--- src/rtl/serial_subtractor_pkg.sv ---
// Shared definitions for the digit-serial subtractor.
package serial_subtractor_pkg;

    // Controller states: waiting, stepping through digits, presenting a result.
    typedef enum logic [1:0] {
        IDLE = 2'd0,
        RUN  = 2'd1,
        DONE = 2'd2
    } state_t;

endpackage

--- src/rtl/serial_subtractor_digit.sv ---
// Combinational DIGIT-bit ripple subtractor used once per clock by the serial datapath.
module digit_subtractor
    import serial_subtractor_pkg::*;
#(
    parameter int DIGIT = 2
) (
    input  logic [DIGIT-1:0] x,
    input  logic [DIGIT-1:0] y,
    input  logic             bin,
    output logic [DIGIT-1:0] d,
    output logic             bout
);

    logic [DIGIT:0] chain;

    // Ripple the borrow bit by bit from the digit LSB towards its MSB.
    always_comb begin
        chain    = '0;
        d        = '0;
        chain[0] = bin;
        for (int i = 0; i < DIGIT; i++) begin
            d[i]         = x[i] ^ y[i] ^ chain[i];
            chain[i+1]   = (~x[i] & y[i]) | (~(x[i] ^ y[i]) & chain[i]);
        end
    end

    assign bout = chain[DIGIT];

endmodule

--- src/rtl/serial_subtractor.sv ---
// Digit-serial subtractor: computes a - b - bin one DIGIT-bit slice per clock,
// LSB slice first, reporting diff, unsigned borrow and signed overflow.
module serial_subtractor
    import serial_subtractor_pkg::*;
#(
    parameter int WIDTH = 8,
    parameter int DIGIT = 2
) (
    input  logic             clk,
    input  logic             rst,
    input  logic             start,
    input  logic [WIDTH-1:0] a,
    input  logic [WIDTH-1:0] b,
    input  logic             bin,
    output logic             busy,
    output logic             done,
    output logic [WIDTH-1:0] diff,
    output logic             borrow,
    output logic             overflow
);

    localparam int N  = (DIGIT > 0) ? (WIDTH / DIGIT) : 1;
    localparam int CW = (N > 1) ? $clog2(N) : 1;

    // A width that does not split into whole digits has no meaningful schedule.
    if (DIGIT < 1 || (WIDTH % ((DIGIT > 0) ? DIGIT : 1)) != 0) begin : g_cfg_check
        $error("serial_subtractor: WIDTH must be a positive multiple of DIGIT");
    end

    state_t           state;
    state_t           state_nx;
    logic             accept;
    logic             step;
    logic             last;
    logic [WIDTH-1:0] a_sh;
    logic [WIDTH-1:0] b_sh;
    logic             a_msb;
    logic             b_msb;
    logic             chain;
    logic [CW-1:0]    cnt;
    logic [DIGIT-1:0] dig_d;
    logic             dig_bout;

    // The operands shift right so the digit being worked on is always at bit 0.
    digit_subtractor #(
        .DIGIT (DIGIT)
    ) u_digit (
        .x    (a_sh[DIGIT-1:0]),
        .y    (b_sh[DIGIT-1:0]),
        .bin  (chain),
        .d    (dig_d),
        .bout (dig_bout)
    );

    assign last   = (cnt == CW'(N - 1));
    assign borrow = chain;

    // State register.
    always_ff @(posedge clk) begin
        if (rst) begin
            state <= IDLE;
        end else begin
            state <= state_nx;
        end
    end

    // Next-state and handshake decode; start is only honoured outside RUN.
    always_comb begin
        state_nx = state;
        busy     = 1'b0;
        done     = 1'b0;
        accept   = 1'b0;
        step     = 1'b0;
        case (state)
            IDLE: begin
                if (start) begin
                    accept   = 1'b1;
                    state_nx = RUN;
                end
            end
            RUN: begin
                busy = 1'b1;
                step = 1'b1;
                if (last) begin
                    state_nx = DONE;
                end
            end
            DONE: begin
                done = 1'b1;
                if (start) begin
                    accept   = 1'b1;
                    state_nx = RUN;
                end else begin
                    state_nx = IDLE;
                end
            end
            default: state_nx = IDLE;
        endcase
    end

    // Datapath: latch operands on accept, then consume one digit per RUN cycle,
    // shifting result digits in from the top so diff is aligned once finished.
    always_ff @(posedge clk) begin
        if (rst) begin
            a_sh     <= '0;
            b_sh     <= '0;
            a_msb    <= 1'b0;
            b_msb    <= 1'b0;
            chain    <= 1'b0;
            cnt      <= '0;
            diff     <= '0;
            overflow <= 1'b0;
        end else if (accept) begin
            a_sh  <= a;
            b_sh  <= b;
            a_msb <= a[WIDTH-1];
            b_msb <= b[WIDTH-1];
            chain <= bin;
            cnt   <= '0;
        end else if (step) begin
            a_sh  <= a_sh >> DIGIT;
            b_sh  <= b_sh >> DIGIT;
            chain <= dig_bout;
            cnt   <= cnt + CW'(1);
            diff  <= (diff >> DIGIT) | (WIDTH'(dig_d) << (WIDTH - DIGIT));
            if (last) begin
                overflow <= (a_msb != b_msb) && (dig_d[DIGIT-1] != a_msb);
            end
        end
    end

endmodule
--- config.mk ---
export PLATFORM = sky130hd
export DESIGN_NAME = serial_subtractor
export DESIGN_NICKNAME = d
export VERILOG_FILES = /design/src/rtl/serial_subtractor_pkg.sv /design/src/rtl/serial_subtractor_digit.sv /design/src/rtl/serial_subtractor.sv
export SDC_FILE = /design/constraint.sdc
export NUM_CORES = 1
export LEC_CHECK = 0
export CAP_MARGIN = 30
export CORE_MARGIN = 1.5
export CORE_UTILIZATION = 43
export DETAILED_ROUTE_END_ITERATION = 10
export GPL_TIMING_DRIVEN = 0
export PLACE_DENSITY = 0.77
export SLEW_MARGIN = 0
export SYNTH_ARGS = -nofsm -noshare
export SYNTH_HDL_FRONTEND = slang
export SYNTH_SLANG_ARGS = --single-unit
export TNS_END_PERCENT = 1
--- constraint.sdc ---
create_clock -name clk -period 1.85 [get_ports clk]
set_input_delay 0.185 -clock clk [delete_from_list [all_inputs] [get_ports clk]]
set_output_delay 0.185 -clock clk [all_outputs]
set_load 0.1 [all_outputs]
### Word-level counts from Yosys, hierarchy flattened

Index checks and enable logic that the tools add are counted.

| operators by class | value |
|---|---|
| add/subtract/negate cells | 1 |
| equality and inequality tests | 7 |
| muxes and demuxes | 14 |
| bitwise gates (word level) | 16 |
| reductions and logical operators | 8 |

Operators by type and width:

| kind | count |
|---|---|
| 8-bit 2-to-1 mux | 4 |
| 6-bit by 8-bit OR with 8-bit output | 1 |
| 1-bit 2-to-1 mux | 7 |
| 2-bit one-hot mux with 3 select lines | 1 |
| 1-bit inverter | 5 |
| 1-bit AND | 4 |
| 2-bit equality test (second input constant) | 2 |
| 2-bit 2-to-1 mux | 2 |
| 2-bit inequality test (second input constant) | 2 |
| 2-bit AND reduction | 2 |
| 2-bit OR reduction | 2 |
| 1-bit bitwise XOR | 4 |
| 3-bit AND reduction | 1 |
| 2-bit by 1-bit adder with 2-bit output (second input constant) | 1 |
| 2-bit by 1-bit equality test with 1-bit output (second input constant) | 1 |
| 2-bit zero test | 1 |
| 1-bit inequality test | 2 |
| 1-bit OR | 2 |
| 2-bit nonzero test | 1 |
| 1-bit logical AND | 1 |

| storage, ports and cells | value |
|---|---|
| register bits after elaboration | 32 |
| input port bits | 20 |
| output and inout port bits | 12 |
| word-level logic and storage cells | 55 |

### Longest topological paths before layout

Gate-level depths: netlist of the first run.

| depth | value |
|---|---|
| depth after elaboration | 8 |
| mapped depth | 7 |
| gate-level depth less buffers | 7 |

### By module

From an unflattened synthesis of the first run, not the netlist that was laid out.

| second synthesis, totals | value |
|---|---|
| cell total of the unflattened synthesis | 152 |
| area total of the unflattened synthesis | 1342.5 µm² |

Modules (own cells, without submodules):

| module | times used | cells an instance | area each (µm²) | seq. area each (µm²) |
|---|---|---|---|---|
| serial_subtractor | 1 | 145 | 1283.7 | 640.6 |
| digit_subtractor | 1 | 7 | 58.8 | 0.0 |

### Least setup slack after synthesis of the first run

Ideal clock, no wire load.

| path | value |
|---|---|
| kind | flip-flop to flip-flop |
| start | reg chain, in the netlist borrow |
| end | reg overflow |
| library setup time | 0.091 ns |
| data arrival time | 2.227 ns |
| data required time | 1.759 ns |
| path slack | -0.468 ns |
| stages on the path, launching flop included | 7 |
| path buffers | 0 |
| cell sequence | dfxtp_1 -> fa_1 -> inv_1 -> fa_1 -> and3b_1 -> a21oi_1 -> a311oi_1 |

| between the ends | value |
|---|---|
| word-level cells in the longest chain between the ends | 5 |

Ends and longest elaborated chain:

| item | line | source |
|---|---|---|
| from (decl) | serial_subtractor.sv:39 | `logic chain;` |
| from (signal assigned) | serial_subtractor.sv:118 | `chain <= bin;` |
| from (signal assigned) | serial_subtractor.sv:123 | `chain <= dig_bout;` |
| 1-bit AND | serial_subtractor_digit.sv:23 | `chain[i+1] = (~x[i] & y[i]) \| (~(x[i] ^ y[i]) & chain[i]);` |
| 1-bit OR | serial_subtractor_digit.sv:23 |  |
| 1-bit bitwise XOR | serial_subtractor_digit.sv:22 | `d[i] = x[i] ^ y[i] ^ chain[i];` |
| named net dig_d[1] | serial_subtractor.sv:41 | `logic [DIGIT-1:0] dig_d;` |
| 1-bit inequality test | serial_subtractor.sv:127 | `overflow <= (a_msb != b_msb) && (dig_d[DIGIT-1] != a_msb);` |
| 1-bit logical AND | serial_subtractor.sv:127 |  |
| to (signal assigned) | serial_subtractor.sv:127 |  |
| to (decl) | serial_subtractor.sv:19 | `output logic overflow` |

The timed path passes the listed nets, and every way through them passes these cells.
A chain may end at the register's enable or synchronous reset.

### Worst setup path in the final report of the first run

Ends and elaborated chain as after synthesis.

==> out/qor_table.md, run 1 <==
| Quantity | Reported |
| --- | --- |
| Remaining antenna violation count | 0 |
| Per-cell routed wire length | 13.64 um |
| Leakage | 0.0006817 uW |
| Cell area after synthesis | 1313 sq um |
| Buffers & Inverters on Critical Path | 1 |
| Critical path type | flop to flop |
| Average via count per standard cell | 5.370 |
| Hold violation count in the final report | 0 |
| Worst Path Max Fanout | 3 |
| GRT Resource Usage Total | 20.08% |
| Cell breakdown of the critical path | fa_2, inv_2, fa_1, and3b_1, a21oi_1, a311oi_1 |
| HPWL after detailed placement | 2118 um |
| Leading area contributor after synthesis | sky130_fd_sc_hd__dfxtp_1 |
| Most frequent cells in the layout | sky130_fd_sc_hd__dfxtp_1, sky130_fd_sc_hd__nand2_1, sky130_fd_sc_hd__clkdlybuf4s50_1 |
| Antenna violations before repair | 0 |
| Max-cap violations | 0 |
| Cell at the slowest stage of the critical path | sky130_fd_sc_hd__fa_1 |
| Rel. slew slack | 36.55% |
| Reg2reg start | borrow |
| Worst-margin pin slew | 0.9556 ns |
| Share of the cycle needed by the critical path after routing | 96.92% |
| Async set or reset register ratio after synthesis | 0% |
| CP Data Arrival Time | 2.01 ns |
| Endpoint of the worst register-to-register path | overflow |
| Layout Area Growth over Synthesis | 29.74% |
| Initial core utilization | 46.40% |
| Max frequency | 557.7 MHz |
| Final total power | 1475 uW |
| Clk Tree Root Cell | sky130_fd_sc_hd__clkbuf_4 |
| Placeable Area | 2829 sq um |
| Pre-antenna DRT Iters | 7 |
| Syn_area_per_cell | 8.809 sq um |
| Antenna diodes | 0 |
| Commonest register cell after synthesis | sky130_fd_sc_hd__dfxtp_1 |
| Routed wire length | 2988 um |
| Worst hold-check path type | input pin to flop |
| Number of remaining DRC errors | 2 |
| Final number of setup-violating endpoints | 0 |
| CTS tree | yes |
| Total number of vias | 1176 |
| Total number of H-tree levels | 2 |
| Global-route wire length before repair | 4954 um |
| Worst Hold Path EP | b_sh[7] |
| Number of global-route vias before repair | 1103 |
| Number of I/O port buffers | 31 |
| Clock buffers created by TritonCTS | 5 |
| Cell count after synthesis | 149 |
| Remaining Overflow, GRT | 0 |
| Height of the die | 58.25 um |
| Req. time, crit path | 2.06 ns |
| Fraction of synthesized cell area taken by the top area cell type | 48.81% |
| Distinct cell type count after synthesis | 25 |
| Kind of start point of the critical path | flop |
| Hold Path Stages | 3 |
| Largest clock skew in the final design | 0.01095 ns |
| Top delay family on crit path | adder cells |
| Clock input transition at the sequential cells of the worst setup and hold paths | 0.10 ns |
| Flop-to-flop setup slack | 0.06 ns |
| Violations in the final reports | DRC |
| Levels on crit path | 6 |
| Number of nets in the synthesized netlist | 172 |
| Longest Clk Path Bufs | 2 |
| Total number of nets in the final design | 211 |
| Maximum resistive drop on vdd | 0.0004158 V |
| Cells after DPL | 211 |
| Sinks on the clock net | 32 |
| Global placer's final weighted congestion | 0.8053 |
| Layout cells sized above 1 | 13.30% |
| Io pins | 32 |
| Clock latency on the worst-skew pair | 0.34 ns |
| Min Tclk post-route | 1.793 ns |
| Outcome | complete, but fails checks |
| Final instance count without filler cells | 219 |
| Pin count of the biggest net entering global routing | 11 |
| Area of the die | 3393 sq um |
| Post-synthesis register bit count | 32 |
| Post-synth EDFFs | 0 |
| Critical Path End Type | flop |
| Min-Delay Startpoint | b[7] |
| Max Transition Viols Final | 0 |
| Die width | 58.25 um |
| Sequential element share of the synthesized area | 48.81% |
| Slowest cell delay on critical path | 0.46 ns |
| Cells on worst reg2reg path | 6 |
| Unrepaired setup endpoints after global routing | yes |
| Most common library cell in the layout ignoring fill and taps | sky130_fd_sc_hd__dfxtp_1 |
| Power per cell area | 866.2 nW/um^2 |
| Count of synthesis-stage warnings from yosys | 0 |
| Leading cell types by total area after synthesis | sky130_fd_sc_hd__dfxtp_1, sky130_fd_sc_hd__nand2_1, sky130_fd_sc_hd__a21oi_1, sky130_fd_sc_hd__nor3_1, sky130_fd_sc_hd__a311oi_1 |
| Iteration-0 DRC count of the detailed router | 61 |
| Row count | 19 |
==> kinds of logic (layout without fill, tap and decap cells) <==
group,count (synthesis),count (layout),share of synthesized area [%]
XOR/XNOR,1,1,0.6674
multiplexers,3,3,2.288
buffers and inverters,17,56,7.816
AO/OA/AOI/OAI,33,33,16.30
adder cells (fa/ha/maj),3,3,4.004
AND/OR/NAND/NOR,60,60,20.11
flip-flops,32,32,48.81
==> worst max-delay path by stage <==
stage | from | endpoint
CTS | state[1] | busy
finish | borrow | overflow
detailed placement | state[1] | busy
floorplan | state[0] | done
global placement | state[1] | busy
global route | borrow | overflow
==> metrics by stage <==
step	hold WS [ns]	setup slack, ns	area [sq um]	util [%]	TNS [ns]
finish	0.4248	0.05689	1703	60.19	0
CTS	0.4180	-0.1793	1698	60.02	-0.2174
global placement	0.4442	-0.3740	1665	58.87	-0.3740
detailed placement	0.4474	-0.3871	1665	58.87	-0.4001
floorplan	0.2446	0.01311	1316	-	0
global route	0.4297	-0.01557	1703	60.19	-0.01557
==> layout make-up <==
cell class                      instances  area (sq um)
Buffer                                 13         85.08
Timing Repair Buffer                   32         297.8
Clock buffer                            6         41.29
Inverter                                4         17.52
Multi-Input combinational cell        100         571.8
Fill cell                             255          1126
Sequential cell                        32         645.6
Tap cell                               31         38.79
Clock inverter                          1         5.005
==> per-layer routing <==
layer | routed length, um | vias to the layer above | GRT usage, % | share of wire [%]
met1 | 1286 | 543 | 23.98 | 43
li1 | - | 590 | - | -
met5 | 0 | - | 0 | 0
met4 | 44 | 0 | 7.973 | 1.5
met2 | 1453 | 38 | 32.79 | 49
met3 | 204 | 5 | 7.366 | 6.8
==> sequential cells by signal (all words and copies together), names as in the netlist <==
register / count
a_sh: 8
b_sh: 8
diff: 8
cnt: 2
state: 2
a_msb: 1
b_msb: 1
borrow: 1
overflow: 1
==> tightest hold or removal path, cell delays in order <==
cell	delay, ns
sky130_fd_sc_hd__clkdlybuf4s50_1	0.40
sky130_fd_sc_hd__nand2_1	0.08
sky130_fd_sc_hd__a21oi_1	0.06
==> cells in the mapped netlist (2+ instances only) <==
cell type,number
sky130_fd_sc_hd__buf_2,5
sky130_fd_sc_hd__a311oi_1,5
sky130_fd_sc_hd__dfxtp_1,32
sky130_fd_sc_hd__clkbuf_1,3
sky130_fd_sc_hd__inv_1,3
sky130_fd_sc_hd__nand3_1,6
sky130_fd_sc_hd__a21oi_1,17
sky130_fd_sc_hd__buf_6,3
sky130_fd_sc_hd__fa_1,2
sky130_fd_sc_hd__nand2_1,27
sky130_fd_sc_hd__o22ai_1,4
sky130_fd_sc_hd__nor3_1,13
sky130_fd_sc_hd__nor2b_1,2
sky130_fd_sc_hd__nand2b_1,2
sky130_fd_sc_hd__a22oi_1,4
sky130_fd_sc_hd__buf_4,2
sky130_fd_sc_hd__mux2i_1,3
sky130_fd_sc_hd__nor2_1,9
==> power by group <==
group,leakage [uW],switching (uW),internal (uW)
Combinational,0.000390,213,132
Sequential,0.000263,26.5,733
Clock,0.0000281,230,140
==> what timing repair did <==
item | 4_1_cts | 5_1_grt
hold buffers | 0 | 0
gates resized for setup | 15 | 8
setup buffers | 0 | 1
pin swaps | 0 | 5
setup endpoints to repair | 13 | 3
Power figures use the tool's default switching activity.
==> run 2: changes to the inputs <==
CAP_MARGIN = default   (was 30)
CORE_MARGIN = 3   (was 1.5)
SETUP_SLACK_MARGIN = 0.1   (was default)
==> run 2 against run 1 <==
Compared with the run above:
- the flow now finishes without violations
- die area is 11% higher
- non-clock buffer count is 1 lower
- power rose by 7.5%
- highest routed layer unchanged
- clock power rose by 27%
- cell area up 3.1%
==> out/qor_table.md, run 2 (synthesis gave the netlist of run 1 again) <==
| Quantity | Reported |
| --- | --- |
| Outcome | completed |
| Min Tclk post-route | 1.766 ns |
| Average via count per standard cell | 5.479 |
| Critical Path End Type | flop |
| Cells after DPL | 211 |
| Remaining antenna violation count | 0 |
| Int Pwr | 1097 uW |
| Worst Path Max Fanout | 3 |
| Max-cap violations | 0 |
| Antenna violations before repair | 0 |
| Clock latency on the worst-skew pair | 0.34 ns |
| Pre-antenna DRT Iters | 4 |
| Max Transition Viols Final | 0 |
| Largest clock skew in the final design | 0.009983 ns |
| Kind of start point of the critical path | flop |
| Flop pwr share | 48.2% |
| Number of global-route vias before repair | 1137 |
| Req. time, crit path | 2.07 ns |
| Per-cell routed wire length | 14.16 um |
| Die width | 61.25 um |
| Share of the cycle needed by the critical path after routing | 95.48% |
| Power per cell area | 903.2 nW/um^2 |
| Final number of setup-violating endpoints | 0 |
| Placeable Area | 2829 sq um |
| Total number of vias | 1200 |
| Leakage | 0.0006655 uW |
| Clk Tree Root Cell | sky130_fd_sc_hd__clkbuf_4 |
| Worst hold-check path type | input pin to flop |
| Switching part of the total | 30.78% |
| Critical path type | flop to flop |
| Worst hold slack after final layout | 0.4127 ns |
| Most frequent cells in the layout | sky130_fd_sc_hd__dfxtp_1, sky130_fd_sc_hd__nand2_1, sky130_fd_sc_hd__clkdlybuf4s50_1 |
| Longest Clk Path Bufs | 2 |
| Most common library cell in the layout ignoring fill and taps | sky130_fd_sc_hd__dfxtp_1 |
| Routed wire length | 3101 um |
| Io pins | 32 |
| Clock input transition at the sequential cells of the worst setup and hold paths | 0.11 ns |
| Initial core utilization | 46.40% |
| Final instance count without filler cells | 219 |
| Max frequency | 566.1 MHz |
| Total number of nets in the final design | 210 |
| Share of power burned in combinational logic | 22.1% |
| Layout cells sized above 1 | 16.49% |
| Number of remaining DRC errors | 0 |
| Rel. slew slack | 36.37% |
| Worst Slack Setup Final | 0.08353 ns |
| Hold-fix buffers, CTS | 0 |
| Worst-margin pin slew | 0.9582 ns |
| Fraction of power consumed by the clock network | 29.7% |
| GRT Resource Usage Total | 18.92% |
| Hold violation count in the final report | 0 |
| Row count | 19 |
| CP Data Arrival Time | 1.99 ns |
| Cells on worst reg2reg path | 6 |
| Antenna diodes | 0 |
| Total number of H-tree levels | 2 |
| Hold Path Stages | 3 |
| Fill cells | 260 |
| Largest registers | a_sh: 8 flops, b_sh: 8 flops, diff: 8 flops |
| Clock buffers created by TritonCTS | 5 |
| Area of the die | 3752 sq um |
| Remaining Overflow, GRT | 0 |
| Pre-CTS setup slack | -0.4008 ns |
| Global placer's final weighted congestion | 0.8146 |
| Global-route wire length before repair | 5023 um |
| Post-CTS repair timing setup buffer count | 0 |
| HPWL after detailed placement | 2290 um |
| Maximum resistive drop on vdd | 0.0004578 V |
| Iteration-0 DRC count of the detailed router | 64 |
| Height of the die | 61.25 um |
| Sinks on the clock net | 32 |
| Pin count of the biggest net entering global routing | 12 |
| CTS tree | yes |
| Number of I/O port buffers | 31 |
| Layout Area Growth over Synthesis | 33.75% |
| Unrepaired setup endpoints after global routing | yes |
| Total negative slack | 0 ns |
| Switching power summed over all nets | 488.1 uW |
run 2: routing by layer:
metal  part of all wire [%]  GRT usage (%)  up-vias
met5                      0              0        -
met3                    8.1          7.128        6
li1                       -              -      595
met2                     52          32.48       44
met1                     39          20.83      555
met4                    1.3          8.050        0
run 2: worst max-delay path, stage by stage (launching register included):
cell	delay, ns
sky130_fd_sc_hd__dfxtp_4	0.37
sky130_fd_sc_hd__fa_2	0.38
sky130_fd_sc_hd__inv_2	0.06
sky130_fd_sc_hd__fa_2	0.47
sky130_fd_sc_hd__and3b_1	0.19
sky130_fd_sc_hd__a21oi_2	0.09
sky130_fd_sc_hd__a311oi_1	0.09
run 2: final cells by class:
cell class | instances | area [sq um] | area share (%)
plain buffers | 13 | 85.08 | 4.847
clock buffers | 6 | 62.56 | 3.564
clock inverters | 2 | 12.51 | 0.7128
inverters | 4 | 17.52 | 0.9979
multi-input cells | 100 | 583.1 | 33.21
flip-flops and latches | 32 | 646.9 | 36.85
well taps | 31 | 38.79 | 2.210
repair buffers | 31 | 309.0 | 17.61
run 2: what timing repair did:
action,CTS,global route
resized for setup,27,7
endpoints found under the setup margin,13,11
pin swaps,0,6
cloned,0,0
run 2: metrics by stage:
stage | instance area (sq um) | utilization, % | power, uW
after floorplan | 1319 | - | 1011
after global placement | 1668 | 58.96 | 1112
after detailed placement | 1668 | 58.96 | 1123
after CTS | 1742 | 61.57 | 1589
after global routing | 1755 | 62.05 | 1674
final | 1755 | 62.05 | 1586
run 2: power groups by stage:
stage | Clock (uW) | Combinational [uW] | Sequential, uW
floorplan | 0 | 174 | 837
global route | 526 | 378 | 770
detailed placement | 0 | 344 | 778
finish | 471 | 350 | 765
global placement | 0 | 338 | 774
CTS | 484 | 342 | 763
run 2: worst paths after layout:
check,startpoint,end,slack (ns)
max reg2reg,borrow,overflow,0.08
max,borrow,overflow,0.08
min,b[7],b_msb,0.41
min reg2reg,diff[0],diff[0],0.45
